===== config.mk =====
export PLATFORM = sky130hd
export DESIGN_NAME = restoring_divider_seq
export DESIGN_NICKNAME = d
export VERILOG_FILES = /design/src/rtl/restoring_divider_seq_pkg.sv /design/src/rtl/restoring_divider_seq_sub.sv /design/src/rtl/restoring_divider_seq.sv
export SDC_FILE = /design/constraint.sdc
export NUM_CORES = 1
export LEC_CHECK = 0
export CORE_MARGIN = 2
export CORE_UTILIZATION = 35
export DETAILED_ROUTE_END_ITERATION = 8
export PLACE_DENSITY = 0.56
export SYNTH_ARGS = -nofsm -noshare
export SYNTH_HDL_FRONTEND = slang
export SYNTH_SLANG_ARGS = --single-unit

===== constraint.sdc =====
create_clock -name clk -period 4.14 [get_ports clk]
set_clock_uncertainty 0.05 [all_clocks]
set_input_delay 0.828 -clock clk [delete_from_list [all_inputs] [get_ports clk]]
set_output_delay 0.828 -clock clk [all_outputs]
set_load 0.01 [all_outputs]

===== src/rtl/restoring_divider_seq_pkg.sv =====
// rtl/restoring_divider_seq_pkg.sv - shared FSM encoding and sizing helper for the restoring divider
package restoring_divider_seq_pkg;

    typedef enum logic [1:0] {
        IDLE = 2'd0,
        RUN  = 2'd1,
        DONE = 2'd2
    } state_t;

    // Iteration counter width: counts WIDTH-1 down to 0
    function automatic int cnt_width(input int width);
        return $clog2(width);
    endfunction

endpackage


===== src/rtl/restoring_divider_seq_sub.sv =====
// rtl/restoring_divider_seq_sub.sv - ripple_subtractor_n: WIDTH-bit ripple chain of full-subtractor cells
module ripple_subtractor_n #(
    parameter int WIDTH = 4
) (
    input  logic [WIDTH-1:0] a,
    input  logic [WIDTH-1:0] b,
    input  logic             bin,
    output logic [WIDTH-1:0] d,
    output logic             bout
);

    logic [WIDTH:0] borrow;

    assign borrow[0] = bin;

    // One full-subtractor cell per bit; borrow ripples from LSB to MSB
    for (genvar i = 0; i < WIDTH; i++) begin : g_cell
        assign d[i]          = a[i] ^ b[i] ^ borrow[i];
        assign borrow[i + 1] = (~a[i] & b[i]) | (~(a[i] ^ b[i]) & borrow[i]);
    end

    assign bout = borrow[WIDTH];

endmodule


===== src/rtl/restoring_divider_seq.sv =====
// rtl/restoring_divider_seq.sv - multi-cycle unsigned restoring divider; optional DIVIDER_ZERO_CHECK_EN
module restoring_divider_seq
    import restoring_divider_seq_pkg::*;
#(
    parameter int WIDTH = 4
) (
    input  logic             clk,
    input  logic             reset,
    input  logic             start,
    input  logic [WIDTH-1:0] dividend,
    input  logic [WIDTH-1:0] divisor,
    output logic             busy,
    output logic             done,
    output logic [WIDTH-1:0] quotient,
    output logic [WIDTH-1:0] remainder,
    output logic             err
);

    localparam int CNT_W = cnt_width(WIDTH);

    state_t           state;
    logic [WIDTH-1:0] q_reg;
    logic [WIDTH-1:0] m_reg;
    logic [WIDTH-1:0] r_reg;
    logic [CNT_W-1:0] cnt;

    logic [WIDTH:0]   s;
    logic [WIDTH-1:0] diff;
    logic             bout;
    logic             take;

    // Partial remainder with next dividend bit shifted in
    assign s    = {r_reg, q_reg[WIDTH-1]};
    // Subtract succeeds when the shifted-out bit overflows WIDTH or no borrow occurs
    assign take = s[WIDTH] | ~bout;

    ripple_subtractor_n #(
        .WIDTH(WIDTH)
    ) u_sub (
        .a   (s[WIDTH-1:0]),
        .b   (m_reg),
        .bin (1'b0),
        .d   (diff),
        .bout(bout)
    );

`ifdef DIVIDER_ZERO_CHECK_EN
    logic zero_flag;
`endif

    // FSM, operand/remainder registers, iteration counter and registered outputs
    always_ff @(posedge clk) begin
        if (reset) begin
            state     <= IDLE;
            busy      <= 1'b0;
            done      <= 1'b0;
            quotient  <= '0;
            remainder <= '0;
            q_reg     <= '0;
            m_reg     <= '0;
            r_reg     <= '0;
            cnt       <= '0;
`ifdef DIVIDER_ZERO_CHECK_EN
            err       <= 1'b0;
            zero_flag <= 1'b0;
`endif
        end else begin
            done <= 1'b0;
            case (state)
                IDLE, DONE: begin
                    busy  <= 1'b0;
                    state <= IDLE;
                    if (start) begin
                        q_reg <= dividend;
                        m_reg <= divisor;
                        r_reg <= '0;
                        cnt   <= CNT_W'(WIDTH - 1);
                        busy  <= 1'b1;
                        state <= RUN;
`ifdef DIVIDER_ZERO_CHECK_EN
                        err       <= 1'b0;
                        zero_flag <= (divisor == '0);
                        // Zero divisor: preload the fixed result and skip the iterations
                        if (divisor == '0) begin
                            q_reg <= '0;
                            r_reg <= dividend;
                            state <= DONE;
                        end
`endif
                    end
                    // Publish the finished result; a new start in this cycle does not disturb it
                    if (state == DONE) begin
                        done      <= 1'b1;
                        quotient  <= q_reg;
                        remainder <= r_reg;
`ifdef DIVIDER_ZERO_CHECK_EN
                        err       <= zero_flag;
`endif
                    end
                end
                RUN: begin
                    q_reg <= {q_reg[WIDTH-2:0], take};
                    r_reg <= take ? diff : s[WIDTH-1:0];
                    cnt   <= cnt - 1'b1;
                    if (cnt == '0) begin
                        busy  <= 1'b0;
                        state <= DONE;
                    end
                end
                default: begin
                    busy  <= 1'b0;
                    state <= IDLE;
                end
            endcase
        end
    end

`ifndef DIVIDER_ZERO_CHECK_EN
    assign err = 1'b0;
`endif

endmodule


==> results.json <==
{
  "ff2ff_path_depth": 8,
  "drive_gt1_share_pct": 5.67,
  "cts.sinks": 26,
  "crit_path_max_incr_delay_ns": 0.41,
  "holdPathStages": 2,
  "die-area_um2": 3720,
  "cp_slowest_cell": "fa_1",
  "wl_mm": 2.02,
  "syn_nets": 142,
  "cp-start-kind": "flip-flop",
  "syn_inst": 126,
  "path_max_fanout": 4,
  "clk_path_buf_depth": 2,
  "crit_path_frequent_cell": "fa_1",
  "portBuffers": 20,
  "cts_resized": 0,
  "antenna_found_initial": 0,
  "maxSlewHeadroom_pct": 38.9,
  "grt_start_max_net_pins": 24,
  "min-delay-start": "quotient[1]$_SDFFE_PP0P_",
  "postCtsHoldBufs": 0,
  "cts_buffers": 3,
  "powerDensity_nw_per_um2": 351,
  "end_kind": "flip-flop",
  "grt_first_pass_wirelength_mm": 3.42,
  "drt_iter0_drc": 16,
  "chipWidth_um": 61.0,
  "ys_types": 30,
  "die_y_um": 61.0,
  "r2r_setup_slack_ns": 1.61,
  "place_inst": 181,
  "cts-root-buf": "clkbuf_4",
  "gp_congestion": 0.677,
  "crit_arrival_ns": 2.75,
  "max_freq_mhz": 395,
  "setup_viol": 0,
  "finalHoldViolCount": 0,
  "nNetsFinal": 158,
  "avgSynthCellArea_um2": 9.03,
  "finalCritPeriodShare_pct": 61.1,
  "crit_required_ns": 4.36,
  "rows": 20,
  "hold_class": "flip-flop to flip-flop",
  "grt_use_total_pct": 12.4,
  "crit_type": "flip-flop to flip-flop",
  "tns_ns": 0,
  "core_um2": 3080,
  "rsz0062_at_grt": "false",
  "holdPathEnd": "quotient[1]$_SDFFE_PP0P_",
  "antenna_cells": 0,
  "slew_viol_final": 0,
  "cts_tree": "done",
  "via_per_inst": 4.73,
  "drv_cap": 0,
  "cp_top_family": "adder cells",
  "ir_drop_uv": 164,
  "ant_nets": 0,
  "fin_cells": 185,
  "critical_path_buf_inv_count": 1,
  "dr.pass1.iters": 4,
  "pin_count": 22,
  "run_status": "completed",
  "worstReg2RegStart": "q_reg[3]$_SDFFE_PP0P_",
  "wl_per_cell_um": 10.9,
  "area_growth_pct": 20.6,
  "post-cts-setup-buffers": 0,
  "yosysSeqAreaShare_pct": 45.8,
  "clk-insertion-delay-late_ns": 0.31,
  "period_minus_slack_ns": 2.53,
  "layout_common_cells": "nand2_1 (26), dfxtp_1 (26), clkdlybuf4s50_1 (20)",
  "drc": 0,
  "synth_area_um2": 1140,
  "grt_pass1_vias": 805,
  "start_util_pct": 37.0,
  "cts-htree-levels": 1,
  "dp_hpwl_mm": 1.53,
  "tightest_slew_ns": 0.914,
  "clkTransAtPathRegs_ns": 0.13,
  "rr_endpoint": "r_reg[1]$_SDFFE_PP0P_",
  "synth-seq-cells": 26,
  "cp_cell_sequence": "inv_1 > ha_1 > fa_1 > fa_1 > fa_1 > nand2b_1 > mux2i_1 > a22o_1",
  "vias": 875,
  "ys_warn_count": 0,
  "grt_overflow": 0,
  "p_leak_nw": 0.502
}
-- per-layer routing --
| layer | vias to the layer above | share of wire (%) | global-route usage [%] |
|---|---|---|---|
| li1 | 449 | - | - |
| met5 | - | 0 | 0 |
| met4 | 0 | 1.4 | 4.66 |
| met2 | 18 | 48 | 21.4 |
| met3 | 5 | 4.2 | 2.77 |
| met1 | 403 | 47 | 14.9 |
-- Yosys cell counts --
master | count | area [um2]
a21oi_1 | 14 | 70.1
a211oi_2 | 2 | 25.0
fa_1 | 3 | 60.1
nand2b_1 | 4 | 25.0
clkbuf_1 | 3 | 11.3
a32o_1 | 1 | 10.0
inv_1 | 7 | 26.3
ha_1 | 2 | 25.0
nor3_1 | 6 | 30.0
a22o_1 | 3 | 26.3
nor2_1 | 3 | 11.3
buf_2 | 1 | 5.00
nor3_4 | 1 | 16.3
o21a_1 | 1 | 7.51
o21ai_0 | 2 | 10.0
buf_4 | 4 | 30.0
dfxtp_1 | 26 | 521
nor2b_2 | 1 | 8.76
nand3_1 | 1 | 5.00
nand3b_1 | 2 | 15.0
and2b_1 | 1 | 7.51
conb_1 | 1 | 3.75
nand2_1 | 26 | 97.6
o22ai_1 | 2 | 12.5
a22oi_1 | 1 | 7.51
buf_6 | 1 | 11.3
nor2b_1 | 1 | 6.26
and3_1 | 1 | 6.26
mux2i_1 | 4 | 40.0
a31oi_1 | 1 | 6.26
-- power by group --
part / internal [mW] / switching, mW
combinational: 0.0402 / 0.0440
sequential: 0.264 / 0.0105
clock: 0.0537 / 0.0691
total: 0.358 / 0.124
-- through the flow --
stage	setup slack (ns)	power, mW	hold WS (ns)	utilization, %	area, um2
after floorplan	1.83	0.345	0.390	-	1140
after global placement	1.63	0.364	0.397	43.4	1340
after detailed placement	1.58	0.366	0.399	43.4	1340
after CTS	1.59	0.491	0.418	44.6	1370
after global routing	1.43	0.514	0.431	44.6	1370
final	1.61	0.482	0.413	44.6	1370
-- tightest hold or removal path, stage by stage (launching register included) --
cell,delay [ns]
dfxtp_1,0.33
nand2_1,0.05
a21oi_1,0.05
-- cell families (layout without fill, tap and decap cells) --
kind of cell,after synthesis,in the layout,share of synthesized area [%]
simple gates,47,47,20.1
compound gates,27,27,15.4
flops,26,26,45.8
buf+inv,16,31,7.37
fa+ha+maj,5,5,7.48
mux,4,4,3.52
other cells,1,1,0.330
-- layout make-up --
cell class,instances,area [um2]
inverters,7,26.3
flip-flops and latches,26,520
multi-input cells,84,533
clock buffers,4,36.3
well taps,44,55.1
repair buffers,20,200
fillers,320,1710
-- how the worst max path moves through the flow --
stage	startpoint	to	slack, ns	cells after the start
after detailed placement	reset	r_reg[3]$_SDFFE_PP0P_	1.58	3
after CTS	q_reg[3]$_SDFFE_PP0P_	r_reg[1]$_SDFFE_PP0P_	1.59	8
after global routing	q_reg[3]$_SDFFE_PP0P_	r_reg[0]$_SDFFE_PP0P_	1.43	8
after floorplan	q_reg[3]$_SDFFE_PP0P_	r_reg[0]$_SDFFE_PP0P_	1.83	8
after global placement	reset	r_reg[3]$_SDFFE_PP0P_	1.63	3
final	q_reg[3]$_SDFFE_PP0P_	r_reg[1]$_SDFFE_PP0P_	1.61	8
Note: power is estimated with default switching activity, not from simulation.
